`src/rtl/seq_det_pkg.sv`:
```
// Shared types and helpers for the programmable serial pattern detector.
package seq_det_pkg;

    typedef enum logic {
        HUNT   = 1'b0,
        LOCKED = 1'b1
    } state_t;

    function automatic int len_w(input int max_len);
        return $clog2(max_len + 1);
    endfunction

    // Lengths beyond the history depth collapse to the full history.
    function automatic int clamp_len(input int len, input int max_len);
        return (len > max_len) ? max_len : len;
    endfunction

endpackage

```
`src/rtl/seq_match.sv`:
```
// Combinational masked compare of the low `len` history bits against a pattern.
module seq_match
    import seq_det_pkg::*;
#(
    parameter int MAX_LEN = 16,
    parameter int LEN_W   = len_w(MAX_LEN)
) (
    input  logic [MAX_LEN-1:0] hist,
    input  logic [LEN_W-1:0]   fill,
    input  logic [MAX_LEN-1:0] pattern,
    input  logic [LEN_W-1:0]   len,
    output logic               hit
);

    logic [MAX_LEN-1:0] diff;

    // Only bit positions below len take part in the compare.
    for (genvar gi = 0; gi < MAX_LEN; gi++) begin : g_bit
        assign diff[gi] = (hist[gi] ^ pattern[gi]) & (gi < int'(len));
    end

    assign hit = (len != '0) && (fill >= len) && (diff == '0);

endmodule

```
`src/rtl/seq_detector_param.sv`:
```
// Runtime-programmable serial pattern detector with a sticky lock-out pattern.
module seq_detector_param
    import seq_det_pkg::*;
#(
    parameter int MAX_LEN = 16,
    parameter int CNT_W   = 8,
    parameter int LEN_W   = len_w(MAX_LEN)
) (
    input  logic               clk,
    input  logic               rst,
    input  logic               in,
    input  logic               in_valid,
    input  logic               cfg_we,
    input  logic [MAX_LEN-1:0] cfg_pattern,
    input  logic [LEN_W-1:0]   cfg_len,
    input  logic               cfg_overlap,
    input  logic               cfg_lock_en,
    input  logic [MAX_LEN-1:0] cfg_lock_pattern,
    input  logic [LEN_W-1:0]   cfg_lock_len,
    output logic               detect,
    output logic               locked,
    output logic [CNT_W-1:0]   match_count
);

    state_t             state_reg, state_next;
    logic [MAX_LEN-1:0] hist_reg, nxt_hist;
    logic [LEN_W-1:0]   fill_reg, nxt_fill;
    logic [MAX_LEN-1:0] pattern_reg, lock_pattern_reg;
    logic [LEN_W-1:0]   len_reg, lock_len_reg;
    logic               overlap_reg, lock_en_reg;
    logic               detect_reg;
    logic [CNT_W-1:0]   count_reg;
    logic               pat_hit, lock_raw, lock_hit, shift_en;

    assign nxt_hist = {hist_reg[MAX_LEN-2:0], in};
    assign nxt_fill = (fill_reg == LEN_W'(MAX_LEN)) ? fill_reg : fill_reg + 1'b1;
    // A cfg write takes the cycle; its accompanying data bit is dropped.
    assign shift_en = (state_reg == HUNT) && in_valid && !cfg_we;

    seq_match #(.MAX_LEN(MAX_LEN), .LEN_W(LEN_W)) u_pat_match (
        .hist    (nxt_hist),
        .fill    (nxt_fill),
        .pattern (pattern_reg),
        .len     (len_reg),
        .hit     (pat_hit)
    );

    seq_match #(.MAX_LEN(MAX_LEN), .LEN_W(LEN_W)) u_lock_match (
        .hist    (nxt_hist),
        .fill    (nxt_fill),
        .pattern (lock_pattern_reg),
        .len     (lock_len_reg),
        .hit     (lock_raw)
    );

    assign lock_hit = lock_raw && lock_en_reg;

    always_ff @(posedge clk) begin
        if (rst) begin
            state_reg <= HUNT;
        end else begin
            state_reg <= state_next;
        end
    end

    always_comb begin
        state_next = state_reg;
        if (shift_en && lock_hit) begin
            state_next = LOCKED;
        end
    end

    always_comb begin
        detect      = detect_reg;
        locked      = (state_reg == LOCKED);
        match_count = count_reg;
    end

    always_ff @(posedge clk) begin
        if (rst) begin
            hist_reg         <= '0;
            fill_reg         <= '0;
            pattern_reg      <= '0;
            len_reg          <= '0;
            overlap_reg      <= 1'b0;
            lock_en_reg      <= 1'b0;
            lock_pattern_reg <= '0;
            lock_len_reg     <= '0;
            detect_reg       <= 1'b0;
            count_reg        <= '0;
        end else begin
            detect_reg <= 1'b0;
            if (state_reg == HUNT && cfg_we) begin
                pattern_reg      <= cfg_pattern;
                len_reg          <= LEN_W'(clamp_len(int'(cfg_len), MAX_LEN));
                overlap_reg      <= cfg_overlap;
                lock_en_reg      <= cfg_lock_en;
                lock_pattern_reg <= cfg_lock_pattern;
                lock_len_reg     <= LEN_W'(clamp_len(int'(cfg_lock_len), MAX_LEN));
                hist_reg         <= '0;
                fill_reg         <= '0;
                count_reg        <= '0;
            end else if (shift_en) begin
                hist_reg <= nxt_hist;
                fill_reg <= nxt_fill;
                // Lock-out takes precedence over a simultaneous pattern hit.
                if (!lock_hit && pat_hit) begin
                    detect_reg <= 1'b1;
                    count_reg  <= (&count_reg) ? count_reg : count_reg + 1'b1;
                    if (!overlap_reg) begin
                        fill_reg <= '0;
                    end
                end
            end
        end
    end

`ifdef ASSERTIONS
    a_known: assert property (@(posedge clk) !rst |-> !$isunknown({state_reg, detect_reg, count_reg}));
    a_rst:   assert property (@(posedge clk) rst |=> (state_reg == HUNT && count_reg == '0));
    a_lock:  assert property (@(posedge clk) (state_reg == LOCKED && !rst) |=> state_reg == LOCKED);
    a_det:   assert property (@(posedge clk) detect_reg |-> !locked);
`endif

endmodule

```
`config.mk`:
```
export PLATFORM = sky130hd
export DESIGN_NAME = seq_detector_param
export DESIGN_NICKNAME = d
export VERILOG_FILES = /design/src/rtl/seq_det_pkg.sv /design/src/rtl/seq_match.sv /design/src/rtl/seq_detector_param.sv
export SDC_FILE = /design/constraint.sdc
export NUM_CORES = 1
export LEC_CHECK = 0
export CAP_MARGIN = 20
export CORE_ASPECT_RATIO = 0.7
export CORE_MARGIN = 1.5
export CORE_UTILIZATION = 53
export DETAILED_ROUTE_END_ITERATION = 7
export GPL_ROUTABILITY_DRIVEN = 0
export MAX_ROUTING_LAYER = met4
export PLACE_DENSITY = 0.88
export SETUP_SLACK_MARGIN = 0.15
export SYNTH_ARGS = -nofsm -noshare
export SYNTH_HDL_FRONTEND = slang
export SYNTH_SLANG_ARGS = --single-unit
```
`constraint.sdc`:
```
create_clock -name clk -period 3.9 [get_ports clk]
set_clock_uncertainty 0.15 [all_clocks]
set_input_delay 0.585 -clock clk [delete_from_list [all_inputs] [get_ports clk]]
set_output_delay 0.585 -clock clk [all_outputs]
set_load 0.01 [all_outputs]
```
; ---- Yosys cells after proc, flatten, opt, wreduce, memory -nomap -nowiden
; Index checks and enable logic that the tools add are counted.
[totals]
elab_cells = 143
in_bits = 49
regBits = 74
[op_classes]
reduce_logical = 20
addsub = 2
order_cmp = 36
n_eq_ne = 1
n_mux = 6
n_bitwise = 67
[ops]
columns = cell, n
row1 = "less-than comparator 4 x 5 -> 1 bit, first input constant", 16
row2 = "less-than comparator 3 x 5 -> 1 bit, first input constant", 8
row3 = bitwise AND 1 bit, 32
row4 = logical NOT 16 bit, 2
row5 = XOR 1 bit, 32
row6 = 2-to-1 mux 5 bit, 5
row7 = "less-than comparator 1 x 5 -> 1 bit, first input constant", 4
row8 = "less-than comparator 2 x 5 -> 1 bit, first input constant", 4
row9 = >= comparator 5 bit, 2
row10 = "> comparator 5 bit, second input constant", 2
row11 = logical AND 1 bit, 10
row12 = nonzero test 5 bit, 2
row13 = "adder 8 x 1 -> 8 bit, second input constant", 1
row14 = AND reduction 8 bit, 1
row15 = "adder 5 x 1 -> 5 bit, second input constant", 1
row16 = "equality test 5 bit, second input constant", 1
row17 = inverter 1 bit, 3
row18 = AND reduction 3 bit, 1
row19 = OR reduction 3 bit, 1
row20 = logical NOT 1 bit, 2
row21 = OR reduction 2 bit, 1
row22 = 2-to-1 mux 1 bit, 1

; ---- Longest topological paths before layout
[logic_depth]
word_depth = 9
depth_mapped = 13

; ---- By module
; A second synthesis with hierarchy kept.
[unflattened]
hier_cells = 403
area_unflattened_um2 = 3612.2
[by_module_without_submodules]
columns = mod, seq_area_each_um2, area_each_um2, cells_each, instances
row1 = seq_detector_param, 1481.4, 2653.8, 265, 1
row2 = seq_match, 0.0, 479.2, 69, 2

; ---- Worst setup path before layout
; OpenSTA, ideal clock, no wires.
[synth_path]
path_kind = register to register
startpoint = reg fill_reg[0]
endpoint = reg count_reg[2], in the netlist match_count[2]
slack_ns = 0.691
stages_incl_launch_ff = 14
setup_ns = 0.116
arrival_ns = 2.943
path_buffers = 1
synth_period_minus_slack_ns = 3.209
required_ns = 3.634
path_cell_list = dfxtp_1 -> inv_1 -> ha_1 -> nor4bb_1 -> mux2_2 -> ha_1 -> a21o_1 -> a31oi_1 -> o21ai_0 -> inv_1 -> o31a_1 -> clkbuf_1 -> a31oi_1 -> a41o_1
[synth_between]
elab_chain_cells = 9
elab_cells_between_ends = 13
classes_between = add/sub (1) / order compare (2) / eq/ne (1) / mux (1) / reduce/logical (8)
[synth_lines]
columns = item, line
row1 = "start, declared", seq_detector_param.sv:27  ; logic [LEN_W-1:0] fill_reg, nxt_fill;
row2 = "start signal, assigned", seq_detector_param.sv:105  ; fill_reg <= nxt_fill;
row3 = adder 5 x 1 -> 5 bit or equality test 5 bit (tied branches), seq_detector_param.sv:36  ; assign nxt_fill = (fill_reg == LEN_W'(MAX_LEN)) ? fill_reg : fill_reg + 1'b1;
row4 = 2-to-1 mux 5 bit *, seq_detector_param.sv:36
row5 = >= comparator 5 bit, seq_match.sv:22  ; assign hit = (len != '0) && (fill >= len) && (diff == '0);
row6 = logical AND 1 bit (2 in series), seq_match.sv:22
row7 = logical AND 1 bit, seq_detector_param.sv:56  ; assign lock_hit = lock_raw && lock_en_reg;
row8 = logical NOT 1 bit, seq_detector_param.sv:107  ; if (!lock_hit && pat_hit) begin
row9 = logical AND 1 bit *, seq_detector_param.sv:107
row10 = AND reduction 3 bit (no source line) *, n/a
row11 = "end signal, assigned", seq_detector_param.sv:109  ; count_reg <= (&count_reg) ? count_reg : count_reg + 1'b1;
row12 = "end, declared", seq_detector_param.sv:32  ; logic [CNT_W-1:0] count_reg;
; Every way passes the cells marked *; elsewhere a longest branch is shown, timed or not.
; A chain may end at the register's enable or synchronous reset.

; ---- Worst setup path in the final report
[layout_path]
startpoint = reg fill_reg[0]
endpoint = reg count_reg[3], in the netlist match_count[3]
; The elaborated chain is that of the path after synthesis.

==> results.json <==
{
  "dp_hpwl_mm": 6.79,
  "vias": 3374,
  "path_clk_slew_ns": 0.08,
  "syn_inst": 410,
  "routedWlPerCell_um": 17.2,
  "die_w_um": 102,
  "area_growth_pct": 23.7,
  "worst_slack_ns": 0.600,
  "status": "completed",
  "crit_path_start_kind": "register",
  "pre_cts_slack_ns": 0.693,
  "layout_common_cells": "74 x dfxtp_1, 58 x clkdlybuf4s50_1, 56 x nand2_1",
  "wl_mm": 9.60,
  "rr_worst_depth": 14,
  "hold_class": "reg -> reg",
  "path_buf_inv": 4,
  "clk_latency_ns": 0.36,
  "cts-resized-gates": 0,
  "setup_viol": 0,
  "post-route-min-period_ns": 3.30,
  "grt_pass1_vias": 3171,
  "power.density_mw_per_mm2": 364,
  "vdd_drop_max_mv": 0.259,
  "cts_max_level": 3,
  "layout-drive-gt1-share_pct": 8.55,
  "seq_area_frac_synth_pct": 40.9,
  "synth_area_mm2": 0.00362,
  "drv_cap": 0,
  "tightest_slew_ns": 0.773,
  "required_ns": 4.05,
  "path_depth": 14,
  "crit_family": "simple AND/OR/NAND/NOR gates",
  "postCtsHoldBufs": 0,
  "drt_pre_antenna_iters": 5,
  "cp-end-kind": "register",
  "drc": 0,
  "hold_viol_final": 0,
  "period_share_pct": 84.6,
  "path_cells": "inv_1 -> ha_1 -> nor4bb_1 -> buf_4 -> mux2_2 -> ha_1 -> a21o_1 -> a31oi_1 -> o21ai_0 -> inv_1 -> o31ai_1 -> buf_4 -> or4_1 -> a21oi_1",
  "track_usage_pct": 28.4,
  "slew_headroom_pct": 48.4,
  "placed_area_mm2": 0.00428,
  "via_per_inst": 6.04,
  "grt_max_degree": 42,
  "die_area_mm2": 0.00734,
  "fp.coreArea_mm2": 0.00640,
  "numCtsBuffers": 9,
  "avgSynthCellArea_um2": 8.83,
  "root_buffer": "clkbuf_8",
  "diodes": 0,
  "fmax_mhz": 303,
  "ys_ff_latch": 74,
  "final_nets": 525,
  "cp_slowest_stage_delay_ns": 0.50,
  "synth_warnings": 0,
  "cts_buffer_depth": 2,
  "power_uw": 1630,
  "cts_tree": "done",
  "tns_ns": 0,
  "antenna_found_initial": 0,
  "ant_nets": 0,
  "start_util_pct": 56.6,
  "synth.distinct_cells": 57,
  "io_buffers": 58,
  "yosysTopAreaCell": "dfxtp_1",
  "final_common_cell": "dfxtp_1",
  "std_cell_rows": 24,
  "grt_pass1_wl_mm": 15.5,
  "grt_overflow": 0,
  "first_iter_violations": 370,
  "cts_sinks": 74,
  "cts_setup_buffers": 0,
  "timing.rr.start": "fill_reg[0]$_SDFFE_PP0P_",
  "leakage_uw": 0.00172,
  "synth-main-ff-cell": "dfxtp_1",
  "rsz0062_at_grt": "no",
  "synth_edf_count": 0,
  "crit_start": "fill_reg[0]$_SDFFE_PP0P_",
  "rrSetupSlack_ns": 0.60,
  "async_flop_share_pct": 0,
  "critical-path-slowest-cell": "or4_1",
  "crit_fanout": 7,
  "synth_nets": 472,
  "reg2reg_to": "match_count[3]$_SDFFE_PP0P_",
  "boundaryPins": 59,
  "die_y_um": 72.1,
  "endpoint": "match_count[3]$_SDFFE_PP0P_",
  "path_class": "reg -> reg",
  "synth_top_area_share_pct": 40.9,
  "crit_arrival_ns": 3.45,
  "fin_area_mm2": 0.00448,
  "slew_viol_final": 0,
  "ys_top_cells_by_area": "dfxtp_1 41%, a22o_1 8.2%, nand2_1 5.8%"
}
-- routing by layer --
layer | GRT usage, % | wire [µm] | vias up
met4 | 7.56 | 204 | 0
met1 | 38.6 | 4360 | 1584
met3 | 7.80 | 851 | 28
li1 | - | - | 1586
met2 | 41.7 | 4190 | 176
met5 | - | 0 | -
-- power breakdown --
part           leakage (µW)  internal [µW]  switching (µW)  total, µW
clock             0.0000925            296             299        596
sequential         0.000604            782            30.7        813
combinational       0.00103            112             111        223
-- cells in the mapped netlist, drive strengths merged, types with 5 or more instances --
library cell,count
nand3,9
nand2b,6
a22o,34
o21ai,20
and3,5
inv,16
dfxtp,74
nor3,8
nand2,56
xor2,16
a21oi,36
ha,13
nor2,14
clkbuf,21
a31oi,7
xnor2,22
-- cell families (layout without fill, tap and decap cells) --
group	Yosys count	after routing	synth area share (%)
AO/OA/AOI/OAI	127	127	25.1
XOR/XNOR	38	38	9.19
adder cells (fa/ha/maj)	13	13	4.49
buffers and inverters	40	98	4.39
flip-flops	74	74	40.9
multiplexers	3	3	0.864
AND/OR/NAND/NOR	115	115	15.1
-- worst min-delay path, stage by stage, from the launching register on --
cell     delay (ns)
dfxtp_1        0.34
nand2_1        0.06
mux2i_1        0.05
-- worst min path at each step --
stage,startpoint,endpoint,slack [ns],depth (start not counted)
floorplan,lock_en_reg$_SDFFE_PP0P_,lock_en_reg$_SDFFE_PP0P_,0.30,1
global placement,match_count[4]$_SDFFE_PP0P_,match_count[4]$_SDFFE_PP0P_,0.32,2
detailed placement,match_count[4]$_SDFFE_PP0P_,match_count[4]$_SDFFE_PP0P_,0.33,2
CTS,match_count[4]$_SDFFE_PP0P_,match_count[4]$_SDFFE_PP0P_,0.34,2
global route,pattern_reg[3]$_SDFFE_PP0P_,pattern_reg[3]$_SDFFE_PP0P_,0.37,1
finish,match_count[4]$_SDFFE_PP0P_,match_count[4]$_SDFFE_PP0P_,0.34,2
-- metrics by stage --
stage               cells  hold WS [ns]  util [%]
finish                559         0.340      70.0
global route          559         0.368      70.0
CTS                   559         0.342      70.0
detailed placement    543         0.328      66.9
global placement      543         0.318      66.9
floorplan             410         0.299         -
-- cell type report --
type                    instances  area [µm²]
clock buffers                  10         128
repair buffers                 66         641
clock inverters                 6        67.6
fillers                       491        1920
inverters                      16        60.1
well taps                      91         114
flip-flops and latches         74        1480
multi-input cells             296        1990
(Power assumes the default switching activity.)
